<file path="config.mk">
export PLATFORM = sky130hd
export DESIGN_NAME = alu_sequencer
export DESIGN_NICKNAME = d
export VERILOG_FILES = /design/src/rtl/tau_pkg.sv /design/src/rtl/flag_cond_eval.sv /design/src/rtl/alu_sequencer.sv
export SDC_FILE = /design/constraint.sdc
export NUM_CORES = 1
export LEC_CHECK = 0
export BUFFER_PORTS_ARGS = -buffer_cell sky130_fd_sc_hd__buf_2
export CORE_MARGIN = 2
export CORE_UTILIZATION = 43
export CTS_CLUSTER_SIZE = 30
export DETAILED_ROUTE_END_ITERATION = 7
export GPL_TIMING_DRIVEN = 0
export MAX_ROUTING_LAYER = met4
export PLACE_DENSITY = 0.79
export SLEW_MARGIN = 40
export SYNTH_ARGS = -nofsm -noshare
export SYNTH_HDL_FRONTEND = slang
export SYNTH_SLANG_ARGS = --single-unit
</file>
<file path="constraint.sdc">
create_clock -name clk -period 1.9 [get_ports clk]
set_input_delay 0.57 -clock clk [delete_from_list [all_inputs] [get_ports clk]]
set_output_delay 0.57 -clock clk [all_outputs]
set_load 0.01 [all_outputs]
</file>
<file path="src/rtl/tau_pkg.sv">
// Shared ALU-interface types: mode codes, flag positions,
// branch condition codes, sequencer states and per-op control.
package tau_pkg;

    typedef enum logic [3:0] {
        OP_NOP  = 4'd0,
        OP_MOV  = 4'd1,
        OP_CMP  = 4'd2,
        OP_TEST = 4'd3,
        OP_SHL  = 4'd4,
        OP_SHR  = 4'd5,
        OP_ADD  = 4'd6,
        OP_ADC  = 4'd7,
        OP_SUB  = 4'd8,
        OP_SBB  = 4'd9,
        OP_MUL  = 4'd10,
        OP_AND  = 4'd11,
        OP_OR   = 4'd12,
        OP_XOR  = 4'd13,
        OP_NOT  = 4'd14,
        OP_CLRF = 4'd15
    } alu_mode_e;

    localparam int FLAG_ZERO     = 7;
    localparam int FLAG_SIGN     = 6;
    localparam int FLAG_CARRY    = 5;
    localparam int FLAG_OVERFLOW = 4;

    typedef enum logic [2:0] {
        COND_ALWAYS = 3'd0,
        COND_Z      = 3'd1,
        COND_NZ     = 3'd2,
        COND_C      = 3'd3,
        COND_NC     = 3'd4,
        COND_S      = 3'd5,
        COND_O      = 3'd6,
        COND_NEVER  = 3'd7
    } cond_e;

    typedef enum logic [1:0] {
        IDLE  = 2'd0,
        READ  = 2'd1,
        EXEC  = 2'd2,
        WRITE = 2'd3
    } seq_state_e;

    typedef struct packed {
        logic       writes_rf;
        logic       clr_flags;
        logic [7:0] flag_mask;
    } op_ctl_t;

    localparam logic [7:0] MASK_NONE = 8'h00;
    localparam logic [7:0] MASK_Z    = 8'h80;
    localparam logic [7:0] MASK_ZSCO = 8'hF0;

    // Indexed by mode code 0..15.
    localparam op_ctl_t OP_CTL [16] = '{
        '{1'b0, 1'b0, MASK_NONE},
        '{1'b1, 1'b0, MASK_NONE},
        '{1'b0, 1'b0, MASK_ZSCO},
        '{1'b0, 1'b0, MASK_ZSCO},
        '{1'b1, 1'b0, MASK_NONE},
        '{1'b1, 1'b0, MASK_NONE},
        '{1'b1, 1'b0, MASK_ZSCO},
        '{1'b1, 1'b0, MASK_ZSCO},
        '{1'b1, 1'b0, MASK_ZSCO},
        '{1'b1, 1'b0, MASK_ZSCO},
        '{1'b1, 1'b0, MASK_Z},
        '{1'b1, 1'b0, MASK_ZSCO},
        '{1'b1, 1'b0, MASK_ZSCO},
        '{1'b1, 1'b0, MASK_ZSCO},
        '{1'b1, 1'b0, MASK_ZSCO},
        '{1'b0, 1'b1, MASK_NONE}
    };

endpackage

</file>
<file path="src/rtl/flag_cond_eval.sv">
// Combinational branch-condition check against the flags register.
// Shared between the sequencer and the branch unit.
module flag_cond_eval
    import tau_pkg::*;
(
    input  logic [2:0] cond_sel_i,
    input  logic [7:0] flags_i,
    output logic       cond_true_o
);

    logic unused_low;
    assign unused_low = ^flags_i[3:0];

    always_comb begin
        cond_true_o = 1'b0;
        unique case (cond_e'(cond_sel_i))
            COND_ALWAYS: cond_true_o = 1'b1;
            COND_Z:      cond_true_o = flags_i[FLAG_ZERO];
            COND_NZ:     cond_true_o = !flags_i[FLAG_ZERO];
            COND_C:      cond_true_o = flags_i[FLAG_CARRY];
            COND_NC:     cond_true_o = !flags_i[FLAG_CARRY];
            COND_S:      cond_true_o = flags_i[FLAG_SIGN];
            COND_O:      cond_true_o = flags_i[FLAG_OVERFLOW];
            COND_NEVER:  cond_true_o = 1'b0;
        endcase
    end

endmodule

</file>
<file path="src/rtl/alu_sequencer.sv">
// Issues one decoded ALU op every four cycles: read operands,
// drive the ALU, capture result/flags, write back.
module alu_sequencer
    import tau_pkg::*;
#(
    parameter int WORD_SIZE = 8,
    parameter int REG_COUNT = 8,
    localparam int RA_W     = $clog2(REG_COUNT)
) (
    input  logic                 clk,
    input  logic                 rst,
    input  logic                 req_valid,
    output logic                 req_ready,
    input  logic [3:0]           req_op,
    input  logic [RA_W-1:0]      req_dst,
    input  logic [RA_W-1:0]      req_src_a,
    input  logic [RA_W-1:0]      req_src_b,
    input  logic                 req_imm_en,
    input  logic [WORD_SIZE-1:0] req_imm,
    output logic [RA_W-1:0]      rf_rd_addr_a,
    output logic [RA_W-1:0]      rf_rd_addr_b,
    input  logic [WORD_SIZE-1:0] rf_rd_data_a,
    input  logic [WORD_SIZE-1:0] rf_rd_data_b,
    output logic [WORD_SIZE-1:0] alu_input_A,
    output logic [WORD_SIZE-1:0] alu_input_B,
    output logic [3:0]           alu_mode_select,
    input  logic [WORD_SIZE-1:0] alu_output_C,
    input  logic [7:0]           alu_flags,
    output logic                 rf_wr_en,
    output logic [RA_W-1:0]      rf_wr_addr,
    output logic [WORD_SIZE-1:0] rf_wr_data,
    output logic [7:0]           flags_q,
    input  logic [2:0]           cond_sel,
    output logic                 cond_true
);

    seq_state_e           state_q;
    alu_mode_e            op_q;
    logic [RA_W-1:0]      dst_q;
    logic                 imm_en_q;
    logic [WORD_SIZE-1:0] imm_q;
    logic [WORD_SIZE-1:0] result_q;
    logic [RA_W-1:0]      rd_addr_a_q;
    logic [RA_W-1:0]      rd_addr_b_q;
    logic                 wr_en_q;
    logic [RA_W-1:0]      wr_addr_q;

    op_ctl_t    ctl;
    logic [7:0] flags_d;
    logic       exec;

    assign ctl  = OP_CTL[op_q];
    assign exec = (state_q == EXEC);

    // Masked merge keeps flags the op does not own; low nibble stays 0.
    always_comb begin
        flags_d = (flags_q & ~ctl.flag_mask) | (alu_flags & ctl.flag_mask);
        if (ctl.clr_flags) begin
            flags_d = '0;
        end
    end

    always_ff @(posedge clk) begin
        if (rst) begin
            state_q     <= IDLE;
            op_q        <= OP_NOP;
            dst_q       <= '0;
            imm_en_q    <= 1'b0;
            imm_q       <= '0;
            result_q    <= '0;
            rd_addr_a_q <= '0;
            rd_addr_b_q <= '0;
            wr_en_q     <= 1'b0;
            wr_addr_q   <= '0;
            flags_q     <= '0;
        end else begin
            unique case (state_q)
                IDLE: begin
                    if (req_valid) begin
                        op_q        <= alu_mode_e'(req_op);
                        dst_q       <= req_dst;
                        imm_en_q    <= req_imm_en;
                        imm_q       <= req_imm;
                        rd_addr_a_q <= req_src_a;
                        rd_addr_b_q <= req_src_b;
                        state_q     <= READ;
                    end
                end
                READ: begin
                    state_q <= EXEC;
                end
                EXEC: begin
                    result_q  <= alu_output_C;
                    flags_q   <= flags_d;
                    wr_en_q   <= ctl.writes_rf;
                    wr_addr_q <= dst_q;
                    state_q   <= WRITE;
                end
                WRITE: begin
                    wr_en_q <= 1'b0;
                    state_q <= IDLE;
                end
            endcase
        end
    end

    assign req_ready       = (state_q == IDLE);
    assign rf_rd_addr_a    = rd_addr_a_q;
    assign rf_rd_addr_b    = rd_addr_b_q;
    assign alu_input_A     = exec ? rf_rd_data_a : '0;
    assign alu_input_B     = !exec ? '0 : (imm_en_q ? imm_q : rf_rd_data_b);
    assign alu_mode_select = exec ? op_q : OP_NOP;
    assign rf_wr_en        = wr_en_q;
    assign rf_wr_addr      = wr_addr_q;
    assign rf_wr_data      = result_q;

    flag_cond_eval u_cond (
        .cond_sel_i  (cond_sel),
        .flags_i     (flags_q),
        .cond_true_o (cond_true)
    );

endmodule

</file>
; ---- Yosys cells after proc, flatten, opt, wreduce, memory -nomap -nowiden
; Memory sizes are Yosys's and may differ from the RTL's.
; Cells that the tools add are included.
[op_classes]
magnitude_cmp = 1
eq_ne = 11
mux = 11
bitwise_logic = 5
n_reduce_logical = 6
[op_table]
columns = cell, count
row1 = $mux 8, 4
row2 = $mux 10, 2
row3 = $and 8x8->8, 2
row4 = $eq 3x3->1 const B, 4
row5 = $not 8->8, 1
row6 = $or 8x8->8, 1
row7 = $pmux 1 s8, 1
row8 = $pmux 2 s4, 1
row9 = $eq 3x2->1 const B, 2
row10 = $ge 5x5->1 const B, 1
row11 = $not 4->5, 1
row12 = $eq 2x2->1 const B, 2
row13 = $mux 4, 1
row14 = $eq 3x1->1 const B, 1
row15 = $logic_not 3->1, 1
row16 = $eq 2x1->1 const B, 1
row17 = $logic_not 1->1, 2
row18 = $logic_not 2->1, 1
row19 = $mux 2, 1
row20 = $ne 2x2->1 const B, 1
row21 = $pmux 1 s2, 1
row22 = $reduce_and 2->1, 1
row23 = $reduce_bool 2->1, 1
[word_totals]
reg_bits = 44
rom_bits = 160
in_bits = 60
out_inout_bits = 48
wordCells = 46
n_memories = 1
[memory_table]
columns = memory, depth, width, read_ports, rd_ports_with_merged_regs, write_ports, line
row1 = (no name shown), 16, 10, 1, 0, 0, alu_sequencer.sv:52  ; assign ctl = OP_CTL[op_q];

; ---- Logic depth before layout (Yosys ltp)
[depth]
ltp_word = 8
depth_mapped = 6
mapped_depth_nobuf = 5

; ---- Hierarchy
; A second synthesis with hierarchy kept.
[hier_totals]
hier_cells = 224
hier_area_um2 = 1870.5
[by_module_without_submodules]
columns = mod, n_inst, cells_per_inst, area_each_um2, seq_area_each_um2
row1 = alu_sequencer, 1, 217, 1819.2, 800.8
row2 = flag_cond_eval, 1, 7, 51.3, 0.0

; ---- Least setup slack after synthesis
; Ideal clock, no wire load.
[synth_path]
path_type = flip-flop to output port
startpoint = register state_q[0]
endpoint = output port alu_input_B[0]
arrival_ns = 1.114
required_time_ns = 1.330
slack_ns = 0.216
path_stages_with_launch = 6
path_buffers = 2
cell_sequence = dfxtp_1 > inv_1 > ha_1 > buf_2 > clkbuf_1 > nor2b_1
[synth_via]
elab_chain_len = 2
[synth_rtl]
columns = element, line
row1 = from (decl), alu_sequencer.sv:37  ; seq_state_e state_q;
row2 = from (signal assigned), alu_sequencer.sv:65  ; state_q <= IDLE;
row3 = from (signal assigned), alu_sequencer.sv:86  ; state_q <= READ;
row4 = from (signal assigned), alu_sequencer.sv:90  ; state_q <= EXEC;
row5 = $eq 2x2->1, alu_sequencer.sv:53  ; assign exec = (state_q == EXEC);
row6 = $mux 8, alu_sequencer.sv:111  ; assign alu_input_B = !exec ? '0 : (imm_en_q ? imm_q : rf_rd_data_b);
row7 = to (decl), alu_sequencer.sv:25  ; output logic [WORD_SIZE-1:0] alu_input_B,
; No other way between the ends.

; ---- Worst setup path in the final report
[layout_path]
startpoint = register flags_q[5]
endpoint = output port cond_true
[layout_via]
elab_chain_len = 2
[layout_rtl]
columns = element, line
row1 = from (decl), alu_sequencer.sv:32  ; output logic [7:0] flags_q,
row2 = from (signal assigned), alu_sequencer.sv:94  ; flags_q <= flags_d;
row3 = $logic_not 1->1, flag_cond_eval.sv:21  ; COND_NC: cond_true_o = !flags_i[FLAG_CARRY];
row4 = $pmux 1 s8 *, flag_cond_eval.sv:16  ; unique case (cond_e'(cond_sel_i))
row5 = to (decl), alu_sequencer.sv:34  ; output logic cond_true
; Every way passes the cells marked *; elsewhere a longest branch is shown, timed or not.

==> results by group <==
Global route
  • Initial antenna violation count: 0
  • Vias in the first global route: 1815
  • Gr usage total: just over 20%
  • Largest net degree at the start of global routing: 14
  • Total grt overflow: 0
  • First-pass GRT wire length: 7.92 mm

Status
  • Failing checks: setup timing
  • Status: finished with violations

Setup path
  • CP Launch Type: register
  • CP Capture Type: output pin
  • Crit path kind: reg2out
  • Worst-path maximum fanout: 5
  • Worst R2R Setup Slack: approximately 0.28 ns
  • CP delay by family, top: flip-flops
  • Slowest Stage Delay on Critical Path: ~0.38 ns
  • Arrival time worst endpoint: ~1.4 ns
  • Required time worst endpoint: between 1 and 1.5 ns
  • Worst setup path startpoint: flags_q[5]$_SDFFE_PP0P_
  • CP max stage cell: dfxtp_2
  • RR Startpoint: state_q[0]$_SDFFE_PP0P_
  • Worst path cell trace: nor2b_1 > o32ai_2 > mux2_4 > buf_6
  • Register-to-Register Path Depth: 8
  • Worst r2r dst: rf_wr_en$_SDFFE_PP0P_
  • Worst Path Buf+Inv: 1

Timing
  • Crit path time final: 1.93 ns
  • Worst Skew: about 0.0022 ns
  • Final Cycle Share: 102%
  • Final Max Tran Viols: 0
  • Final hold vios: 0
  • Peak Freq: 517 MHz
  • RSZ-0062 raised after global routing: true
  • Setup TNS: -0.0336 ns
  • Final setup vio count: 1
  • Final worst slack: -0.0336 ns

Power and ir drop
  • PD cells: 1150 nW/µm²
  • Internal power: between 0.002 and 0.0025 W
  • Max IR drop VDD: 0.780 mV
  • Switching Share: a little over a third
  • Clock share of power: roughly a fifth
  • Leakage: 1.33 nW
  • NetSw: ~0.0011 W
  • Reg power frac: roughly a third
  • Comb power frac: between 40% and 50%

Flow run
  • Max cap viols: 0

Detailed routing
  • Initial drt markers: between 50 and 60
  • DRC errors left: 0
  • Overall via count from detail_route: between 1.5k and 2k
  • Final WL: just over 5 mm
  • Drt wl/cell: approximately 13 µm
  • Post-route ant nets: 0
  • Vias per inst: about 5
  • Pre-antenna DRT Iters: 4

Layout
  • Filler cells: between 300 and 400
  • Total Nets Final: 405
  • Register area: 807 µm²
  • Area of the multi-input gates: 1070 µm²
  • Post-route insts no fill: 393
  • Layout cells sized above 1: around 45%
  • # diodes: 0
  • Share of the core filled with cells: slightly below 70%
  • Area Growth Syn to Fin: 50.5%

Synthesis
  • Unique masters post-synth: 29
  • Yosys warning total: 0
  • Post-synthesis sequential area ratio: approximately 43%
  • Post-synth ARST share: 0%
  • EDFF count, synth: 0
  • Most numerous cell in the Yosys netlist: nand2_1
  • Top-area cell type share of the netlist area: a little over two fifths
  • Syn Inst Count: about 220
  • Average size of a mapped cell: roughly 8.3 µm²
  • Main area contributors after synthesis: dfxtp_1 (43%), mux2i_1 (13%), nand2_1 (9.7%)
  • Main synth FF type: dfxtp_1
  • Top cells by count, synth: nand2_1 (48), dfxtp_1 (40), mux2i_1 (24), a21oi_1 (23), nor2b_1 (17)
  • Synthesized area: roughly 1900 µm²
  • Yosys top cell by area: dfxtp_1
  • Count of state elements after synthesis: 40

CTS
  • Clock root buffer: clkbuf_8
  • CTS Hold Bufs: 0
  • H-tree depth: 2
  • CTS tree: yes
  • Clock Pin Slew Worst Setup and Hold Paths: approximately 0.080 ns
  • Total CTS buffers: 5
  • Clock latency on the worst-skew pair: just under 0.3 ns
  • Max clock buf depth: 2
  • CTS Sinks: 40

Floorplan
  • Starting Density: a little under half
  • Placeable Area: 4090 µm²
  • Die area: 4880 µm²
  • Row cnt: 23
  • Die width: about 70 µm
  • Die Span Y: 69.9 µm
  • Ports: about 110

Hold path
  • Hold Path Depth: 2
  • Worst Hold Class: reg2reg
  • Hold endpoint: rf_rd_addr_a[1]$_SDFFE_PP0P_
  • Worst Hold Launch: rf_rd_addr_a[1]$_SDFFE_PP0P_

Place
  • Routability cong.: 0.780
  • Placed cell count: between 300 and 400
  • Port Buf Inserts: a little under 100
  • Post-DP HPWL: around 3.5 mm
  • Dpl ws: -0.0709 ns
power by group through the flow:
stage	registers [W]	logic, W	clock network, W
after floorplan	0.00115	0.000707	0
after global placement	0.00112	0.00108	0
after detailed placement	0.00113	0.00111	0
after CTS	0.00112	0.00132	0.000700
after global routing	0.00116	0.00155	0.000735
final	0.00114	0.00142	0.000691
flip-flops by register name, indices dropped and copies added (netlist names):
| signal | cells |
|---|---|
| imm_q | 8 |
| rf_wr_data | 8 |
| flags_q | 4 |
| op_q | 4 |
| dst_q | 3 |
| rf_rd_addr_a | 3 |
| rf_rd_addr_b | 3 |
| rf_wr_addr | 3 |
| state_q | 2 |
| imm_en_q | 1 |
| rf_wr_en | 1 |
repair_timing:
item,in CTS,in global routing
endpoints found under the hold margin,0,0
endpoints found under the setup margin,21,21
pin swaps,2,1
gates resized for setup,29,28
gates cloned,2,0
setup buffers,4,4
final cells by class:
type | instances | share of cell area (%)
buffer | 16 | 4.01
clock buffer | 5 | 2.45
clock inverter | 3 | 1.51
inverter | 3 | 0.401
multi-input combinational | 167 | 38.1
sequential | 40 | 28.7
tap | 50 | 2.23
timing repair buffer | 109 | 22.6
worst reg2reg max path, stage by stage, from the launching register on:
cell and delay, ns:
dfxtp_2 0.33, inv_2 0.07, ha_4 0.20, buf_4 0.13, buf_4 0.09, buf_4 0.12
buf_2 0.29, nor2_1 0.10, nor4_1 0.20
cells in the final DEF, fill, tap and decap left out, drive strengths merged, types with 2 or more instances in the layout:
cell	Yosys	final
buf	13	122
nand2	48	48
dfxtp	40	40
mux2i	24	24
a21oi	23	23
nor2b	17	17
nor2	15	15
and2	12	12
clkbuf	4	8
o21ai	7	7
conb	1	4
inv	3	3
ha	3	3
a21boi	2	2
layer usage:
layer / vias up / part of all wire, % / track usage, %
met5: - / 0 / -
met1: 886 / 39 / 20.6
met3: 6 / 4.8 / 5.77
li1: 967 / - / -
met2: 52 / 55 / 38.4
met4: 0 / 1.2 / 5.98
cell families after synthesis:
logic type | synth area share (%)
and+or+nand+nor | 24.3
DFF | 42.9
AOI/OAI and AO/OA | 11.3
muxes | 13.5
buffers and inverters | 5.43
adders and majority gates | 2.01
other | 0.201
xor gates and xnor gates | 0.469
metrics by stage:
stage	area [µm²]	hold WS [ns]	power, W
6_report	2810	0.453	0.00324
5_1_grt	2810	0.478	0.00345
4_1_cts	2690	0.454	0.00314
3_5_place_dp	2440	0.443	0.00224
3_3_place_gp	2440	0.441	0.00220
2_1_floorplan	1880	0.436	0.00186
how the worst max path moves through the flow:
| stage | to | slack, ns | cells past startpoint |
|---|---|---|---|
| after detailed placement | alu_mode_select[2] | -0.07 | 6 |
| after floorplan | alu_input_B[0] | 0.22 | 5 |
| after global routing | cond_true | -0.08 | 4 |
| after CTS | alu_input_B[3] | -0.04 | 6 |
| after global placement | alu_mode_select[2] | -0.07 | 6 |
| final | cond_true | -0.03 | 4 |
Power figures use the tool's default switching activity.
